### src/rtl/img_rsz_comp_eng_pipe.sv
// Resize compute engine: accumulates block size, then divides per-channel block sums with an iterative restoring divider.
// Optional build macro IMG_RSZ_ROUND_EN enables round-half-up division (one extra divider iteration).
`timescale 1ns/1ps
module img_rsz_comp_eng_pipe #(
    parameter int CHN_NUM   = 3,
    parameter int PXL_W     = 8,
    parameter int BLK_HOR_W = 5,
    parameter int BLK_VER_W = 5,
    parameter int SUM_W     = 18,
    parameter int X_W       = 10,
    parameter int Y_W       = 10
) (
    input  logic                           Clk,
    input  logic                           ResetN,
    input  logic                           CfgVld,
    input  logic [BLK_HOR_W-1:0]           BlkSzHor,
    input  logic [BLK_VER_W-1:0]           BlkSzVer,
    input  logic [CHN_NUM*SUM_W-1:0]       CompBlkData,
    input  logic [X_W-1:0]                 CompBlkXMsk,
    input  logic [Y_W-1:0]                 CompBlkYMsk,
    input  logic                           CompBlkVld,
    output logic                           CompBlkRdy,
    output logic [CHN_NUM*PXL_W-1:0]       CeRszPxlData,
    output logic [X_W-1:0]                 CeRszPxlXMsk,
    output logic [Y_W-1:0]                 CeRszPxlYMsk,
    output logic                           CeCompVld,
    input  logic                           CeCompRdy,
    output logic [BLK_HOR_W+BLK_VER_W-1:0] ProcBlkSz,
    output logic                           CompEngRdy,
    output logic                           CfgErr,
    input  logic                           RszImgComp
);

    localparam int PS_W  = BLK_HOR_W + BLK_VER_W;
    localparam int REM_W = PS_W + 1;
`ifdef IMG_RSZ_ROUND_EN
    localparam int DIV_W = SUM_W + 1;
`else
    localparam int DIV_W = SUM_W;
`endif
    localparam int CNT_W = $clog2(DIV_W + 1);

    localparam logic [2:0] ST_IDLE  = 3'd0;
    localparam logic [2:0] ST_ACC   = 3'd1;
    localparam logic [2:0] ST_READY = 3'd2;
    localparam logic [2:0] ST_DIV   = 3'd3;
    localparam logic [2:0] ST_OUT   = 3'd4;

    logic [2:0]           stateR;
    logic [BLK_HOR_W-1:0] horR;
    logic [BLK_VER_W-1:0] verR;
    logic [BLK_VER_W-1:0] accCntR;
    logic [CNT_W-1:0]     divCntR;
    logic                 rszPendR;
    logic [REM_W-1:0]     remR     [CHN_NUM];
    logic [DIV_W-1:0]     quoR     [CHN_NUM];
    logic [REM_W-1:0]     remNxtS  [CHN_NUM];
    logic [DIV_W-1:0]     quoNxtS  [CHN_NUM];
    logic [DIV_W-1:0]     dividendS[CHN_NUM];

    // One restoring step: shift the next dividend bit into the remainder, subtract if it fits.
    function automatic logic [REM_W+DIV_W-1:0] divStep(
        input logic [REM_W-1:0] rem,
        input logic [DIV_W-1:0] quo,
        input logic [PS_W-1:0]  dsr
    );
        logic [REM_W-1:0] trial;
        logic [REM_W-1:0] remN;
        logic [DIV_W-1:0] quoN;
        trial = {rem[REM_W-2:0], quo[DIV_W-1]};
        if (trial >= {1'b0, dsr}) begin
            remN = trial - {1'b0, dsr};
            quoN = {quo[DIV_W-2:0], 1'b1};
        end else begin
            remN = trial;
            quoN = {quo[DIV_W-2:0], 1'b0};
        end
        return {remN, quoN};
    endfunction

    function automatic logic [PXL_W-1:0] satPxl(input logic [DIV_W-1:0] q);
        if (q > DIV_W'({PXL_W{1'b1}})) begin
            return {PXL_W{1'b1}};
        end else begin
            return q[PXL_W-1:0];
        end
    endfunction

    // Ready flags decode straight from state; RszImgComp gates block acceptance.
    assign CompBlkRdy = (stateR == ST_READY) && !RszImgComp;
    assign CompEngRdy = (stateR == ST_READY) || (stateR == ST_DIV) || (stateR == ST_OUT);

    // Per-channel dividend preparation and next divider step.
    always_comb begin
        for (int c = 0; c < CHN_NUM; c++) begin
`ifdef IMG_RSZ_ROUND_EN
            dividendS[c] = DIV_W'(CompBlkData[c*SUM_W +: SUM_W]) + DIV_W'(ProcBlkSz >> 1);
`else
            dividendS[c] = CompBlkData[c*SUM_W +: SUM_W];
`endif
            {remNxtS[c], quoNxtS[c]} = divStep(remR[c], quoR[c], ProcBlkSz);
        end
    end

    // Control FSM, block-size accumulator, divider state and registered outputs.
    always_ff @(posedge Clk or negedge ResetN) begin
        if (!ResetN) begin
            stateR       <= ST_IDLE;
            horR         <= '0;
            verR         <= '0;
            accCntR      <= '0;
            divCntR      <= '0;
            rszPendR     <= 1'b0;
            ProcBlkSz    <= '0;
            CfgErr       <= 1'b0;
            CeCompVld    <= 1'b0;
            CeRszPxlData <= '0;
            CeRszPxlXMsk <= '0;
            CeRszPxlYMsk <= '0;
            for (int c = 0; c < CHN_NUM; c++) begin
                remR[c] <= '0;
                quoR[c] <= '0;
            end
        end else begin
            case (stateR)
                ST_IDLE: begin
                    if (CfgVld) begin
                        horR      <= BlkSzHor;
                        verR      <= BlkSzVer;
                        ProcBlkSz <= '0;
                        accCntR   <= '0;
                        // A zero dimension would make the divisor zero, so the engine never leaves IDLE.
                        if ((BlkSzHor == '0) || (BlkSzVer == '0)) begin
                            CfgErr <= 1'b1;
                        end else begin
                            CfgErr <= 1'b0;
                            stateR <= ST_ACC;
                        end
                    end
                end
                ST_ACC: begin
                    ProcBlkSz <= ProcBlkSz + PS_W'(horR);
                    if (accCntR == (verR - BLK_VER_W'(1))) begin
                        stateR <= ST_READY;
                    end else begin
                        accCntR <= accCntR + BLK_VER_W'(1);
                    end
                end
                ST_READY: begin
                    if (RszImgComp) begin
                        stateR <= ST_IDLE;
                    end else if (CompBlkVld) begin
                        for (int c = 0; c < CHN_NUM; c++) begin
                            remR[c] <= '0;
                            quoR[c] <= dividendS[c];
                        end
                        CeRszPxlXMsk <= CompBlkXMsk;
                        CeRszPxlYMsk <= CompBlkYMsk;
                        divCntR      <= '0;
                        stateR       <= ST_DIV;
                    end
                end
                ST_DIV: begin
                    for (int c = 0; c < CHN_NUM; c++) begin
                        remR[c] <= remNxtS[c];
                        quoR[c] <= quoNxtS[c];
                    end
                    divCntR <= divCntR + CNT_W'(1);
                    if (RszImgComp) begin
                        rszPendR <= 1'b1;
                    end
                    // Final step result goes straight to the output register.
                    if (divCntR == CNT_W'(DIV_W - 1)) begin
                        for (int c = 0; c < CHN_NUM; c++) begin
                            CeRszPxlData[c*PXL_W +: PXL_W] <= satPxl(quoNxtS[c]);
                        end
                        CeCompVld <= 1'b1;
                        stateR    <= ST_OUT;
                    end
                end
                ST_OUT: begin
                    if (CeCompRdy) begin
                        CeCompVld <= 1'b0;
                        rszPendR  <= 1'b0;
                        stateR    <= (rszPendR || RszImgComp) ? ST_IDLE : ST_READY;
                    end else if (RszImgComp) begin
                        rszPendR <= 1'b1;
                    end
                end
                default: begin
                    stateR    <= ST_IDLE;
                    CeCompVld <= 1'b0;
                    rszPendR  <= 1'b0;
                end
            endcase
        end
    end

endmodule
### config.mk
export PLATFORM = sky130hd
export DESIGN_NAME = img_rsz_comp_eng_pipe
export DESIGN_NICKNAME = d
export VERILOG_FILES = /design/src/rtl/img_rsz_comp_eng_pipe.sv
export SDC_FILE = /design/constraint.sdc
export NUM_CORES = 1
export LEC_CHECK = 0
export ABC_AREA = 1
export CORE_MARGIN = 2
export CORE_UTILIZATION = 35
export CTS_CLUSTER_SIZE = 25
export DETAILED_ROUTE_END_ITERATION = 16
export PLACE_DENSITY_LB_ADDON = 0.1
export SLEW_MARGIN = 20
export SYNTH_ARGS = -nofsm -noshare
export SYNTH_HDL_FRONTEND = slang
export SYNTH_SLANG_ARGS = --single-unit
### constraint.sdc
create_clock -name Clk -period 4.8 [get_ports Clk]
set_clock_uncertainty 0.1 [all_clocks]
set_input_delay 0.48 -clock Clk [delete_from_list [all_inputs] [get_ports Clk]]
set_output_delay 0.48 -clock Clk [all_outputs]
set_load 0.01 [all_outputs]
# Word-level counts from Yosys, hierarchy flattened
# Index checks and enable logic that the tools add are counted.
[classes]
add_sub_neg = 7
n_lt_le_gt_ge = 6
eq_ne = 15
mux = 39
bitwise_logic = 2
n_reduce_logical = 20
[op_table]
columns = ["cell", "count"]
rows = [
  ["54-bit two-way mux", 2],
  ["54-bit one-hot mux with 2 select lines", 1],
  ["32-bit two-way mux", 2],
  ["32-bit one-hot mux with 2 select lines", 1],
  ["18-bit by 8-bit > comparator with 1-bit output (second input constant)", 3],
  ["11-bit by 10-bit >= comparator with 1-bit output", 3],
  ["8-bit two-way mux", 3],
  ["11-bit two-way mux", 2],
  ["11-bit by 10-bit subtractor with 11-bit output", 2],
  ["3-bit two-way mux", 7],
  ["10-bit two-way mux", 2],
  ["5-bit two-way mux", 4],
  ["10-bit one-hot mux with 2 select lines", 1],
  ["5-bit one-hot mux with 2 select lines", 2],
  ["3-bit one-hot mux with 5 select lines", 1],
  ["2-bit inequality test (second input constant)", 7],
  ["3-bit AND reduction", 4],
  ["10-bit by 5-bit adder with 10-bit output", 1],
  ["5-bit by 1-bit adder with 5-bit output (second input constant)", 2],
  ["5-bit logical NOT", 2],
  ["10-bit subtractor", 1],
  ["1-bit two-way mux", 8],
  ["3-bit by 2-bit equality test with 1-bit output (second input constant)", 2],
  ["1-bit one-hot mux with 3 select lines", 2],
  ["17 further kinds", 24],
]
[totals]
reg_bits = 164
inputBits = 90
out_inout_bits = 58
elab_cells = 107

# Logic depth before layout (Yosys ltp)
[logic_depth]
depth_word = 5
mapped_depth = 14
ltp_nobuf = 13

# Worst setup path after synthesis
# Ideal clock, no wire load.
[synth_timing]
kind = "reg-to-reg"
startpoint = "reg ProcBlkSz[1]"
endpoint = "reg remR[9] in the netlist's numbering"
setup_ps = 116
arrival_ps = 1854
required_time_ps = 4584
setup_slack_ps = 2730
stages_incl_launch_ff = 14
path_buffers = 1
path_cell_list = "dfrtp_1 inv_1 ha_1 nand2_1 inv_1 nand2_1 nor2_1 nor2_1 clkbuf_1 nand3_1 nand2_1 inv_1 nand2_1 nand2_1"
[synth_via]
elab_chain_len = 3
elab_cells_between_ends = 4
[synth_lines]
columns = ["element", "line_no", "rtl"]
rows = [
  ["start, declared", "28", "output logic [BLK_HOR_W+BLK_VER_W-1:0] ProcBlkSz,"],
  ["start signal, assigned", "142", "ProcBlkSz <= ProcBlkSz + PS_W'(horR);"],
  ["11-bit by 10-bit subtractor with 11-bit output or 11-bit by 10-bit >= comparator with 1-bit output (tied branches)", "72, 71", ""],
  ["11-bit two-way mux *", "71", "if (trial >= {1'b0, dsr}) begin"],
  ["32-bit one-hot mux with 2 select lines *", "125", "case (stateR)"],
  ["end signal, assigned by index", "165", "remR[c] <= remNxtS[c];"],
  ["end, declared", "55", "logic [REM_W-1:0] remR [CHN_NUM];"],
]
# Every way passes the cells marked *; elsewhere a longest branch is shown, timed or not.
# A chain may end at the register's enable or synchronous reset.

# Worst setup path in the final report
[layout_timing]
startpoint = "reg ProcBlkSz[1]"
endpoint = "reg remR[1] in the netlist's numbering"
# Same word-level chain as after synthesis.

==> results.yml <==
clocking:
  clock_latency_ns: 0.44
  cts_hold_buf: 0
  cts_tree: "yes"
  cts_setup_buffers: 0
  numCtsBuffers: 17
  htreeDepth: 4
  cts.sinks: 164
  ctsResizeCount: 0
  cts-root-buf: "clkbuf_16"
  clk_path_buf_depth: 2
  clk_pin_slew_ns: 0.07
yosys:
  synth_area_um2: 9320
  ys_ff_latch: 164
  muxShareOfSynthArea: 0
  yosys.area_share.xor_xnor: 0.0160
  synth_edf_count: 0
  ys_seq_area_frac: 0.441
  synth_top_family_by_area: "simple AND/OR/NAND/NOR gates"
  ys_top_cells_by_area: "dfrtp_1 (44%), nand2_1 (14%), inv_1 (6.7%)"
  syn_nets: 1343
  yosysMostFrequentCell: "nand2_1"
  yosys.area.top_type: "dfrtp_1"
  synthTopCellsByCount: "nand2_1 (349), inv_1 (167), dfrtp_1 (164)"
  synth_cells: 1210
  yosys_most_used_dff: "dfrtp_1"
  synth_fa_ha_area_frac: 0.0610
  yosys.area_share.simple: 0.269
  synth.lib_cells_used.distinct: 39
  async_flop_share: 1.00
  yosysTopAreaCellShare: 0.441
  synth_compound_area_frac: 0.117
  yosys_warnings: 0
  postSynthAreaPerCell_um2: 7.70
grt:
  grt_max_degree: 88
  grtUsageTotal: 0.185
  grt_pass1_vias: 8000
  grt_overflow_total: 0
  grt_pass1_wl_um: 41500
  grt_antenna_before_repair: 0
finish:
  drive_above_1_share: 0.0459
  fin_cells: 1686
  design_area_um2: 11600
  fin_nets: 1471
  diodes: 0
  area_delta_synth_final_pct: 24.8
  final_util: 0.445
pwr:
  peakVddDrop_mv: 0.230
  pwr_density_cell_nw_per_um2: 693
  finalPower_mw: 8.05
  p_leak_nw: 5.82
placed_design:
  place_area_um2: 11000
  gp_congestion: 0.825
  place_ws_ns: 2.05
  placedCellCount: 1654
  dp_hpwl_um: 17300
  io_buffers: 147
worst_setup_path:
  worstPathMaxFanout: 12
  worst_setup_path_start_kind: "register"
  r2r-start: "ProcBlkSz[1]"
  path_class: "reg2reg"
  r2r-end: "remR[1]"
  ff2ff_setup_slack_ns: 2.02
  critPathLaunch: "ProcBlkSz[1]"
  reg2reg_depth: 11
  cp_data_required_time_ns: 5.00
  worst_ep_arrival_time_ns: 2.98
  end_kind: "register"
  crit_end: "remR[1]"
run:
  maxCapViolations: 0
drt:
  vias: 8197
  avgViaCountPerCell: 4.86
  ant_nets: 0
  drc: 2
  firstDrtPassIters: 11
  drt_wl_total_um: 25100
  route.detailed.wl_per_inst_um: 14.9
  drt_iter0_markers: 582
floorplan:
  start_util: 0.357
  dieWidth_um: 167
  core_area_um2: 26100
  die_h_um: 167
  pin_count: 148
  dieArea_um2: 27900
  num_rows: 59
outcome:
  outcome: "complete, but fails checks"
  violations: "DRC"
sta:
  hold-worst-slack_ns: 0.0140
  fin_crit_ns: 2.78
  setup_ws_ns: 2.02
  tightest_slew_ns: 0.917
  slew_headroom: 0.389
  setup_tns_ns: 0
  slew_violations: 0
  clock.fmax_ghz: 0.360
  finalCritPeriodShare: 0.579
  hold_viol: 0
  rsz0062_at_grt: "false"
  setup_viol: 0
hold_path:
  hp-class: "in2async"
## registers in the layout, summed over array words and instances, names as in the netlist, 5 cells and up
name          count
accCntR           5
CeRszPxlData     24
remR             30
ProcBlkSz        10
CeRszPxlXMsk     10
quoR             54
divCntR           5
horR              5
CeRszPxlYMsk     10
verR              5
## area by class of cell
cell class | instances | area, um^2
clock buffer | 18 | 429
clock inverter | 14 | 164
fill | 2654 | 14500
inverter | 173 | 652
multi-input combinational | 827 | 4320
sequential | 164 | 4100
tap | 335 | 419
timing repair buffer | 155 | 1530
## cell usage in the layout, fill, tap and decap left out, types with 2 or more instances in the layout
master / synthesis / layout
nand2_1: 349 / 349
inv_1: 167 / 167
dfrtp_1: 164 / 164
clkdlybuf4s50_1: 0 / 146
nand3_1: 123 / 123
a21oi_1: 76 / 76
nor2_1: 73 / 73
ha_1: 39 / 39
o221ai_1: 30 / 30
o21ai_1: 23 / 23
o21ai_0: 22 / 22
clkbuf_16: 0 / 17
o22ai_1: 12 / 12
nand4_1: 12 / 12
nand3b_1: 10 / 10
xor2_1: 10 / 10
buf_4: 6 / 8
xnor2_1: 7 / 7
o22a_1: 7 / 7
nor3_1: 6 / 6
inv_2: 5 / 5
nand2_2: 5 / 5
fa_1: 4 / 4
clkinvlp_4: 0 / 4
inv_8: 0 / 4
nor2_4: 3 / 3
a21o_1: 3 / 3
inv_6: 0 / 3
a21oi_2: 3 / 2
clkinv_8: 0 / 2
## cells by family after synthesis
kind of cell    count (synthesis)
compound gates                181
xor+xnor                       17
flops                         164
fa+ha+maj                      43
simple gates                  586
buf+inv                       219
## where the power goes
group          switching [mW]  internal, mW
clock                   0.663         0.742
sequential              0.371          2.00
combinational            2.55          1.73
## routing by layer
metal / track usage / part of all wire
met1: 0.255 / 0.48
met5: 0 / 0
met4: 0.0465 / 0.012
met2: 0.292 / 0.45
met3: 0.0463 / 0.055
## worst max-delay path: stages, from the launching register on
cell and delay, ns:
dfrtp_1 0.55, inv_1 0.26, ha_1 0.37, nand3_1 0.09
nand2_1 0.14, nand2_1 0.09, nand2_1 0.08, nand2_1 0.23
nand2_1 0.47, nand2_1 0.09, nand3_1 0.08, o21ai_0 0.09
## worst min path at each step
stage,start,to,slack (ns),depth (start not counted)
2_1_floorplan,ResetN,CeCompVld,0.08,0
3_3_place_gp,CeRszPxlYMsk[5],CeRszPxlYMsk[5],0.35,2
3_5_place_dp,CeRszPxlYMsk[5],CeRszPxlYMsk[5],0.36,2
4_1_cts,ResetN,horR[3],0.05,1
5_1_grt,ResetN,horR[3],0.07,1
6_report,ResetN,horR[3],0.01,1
(Power assumes the default switching activity.)
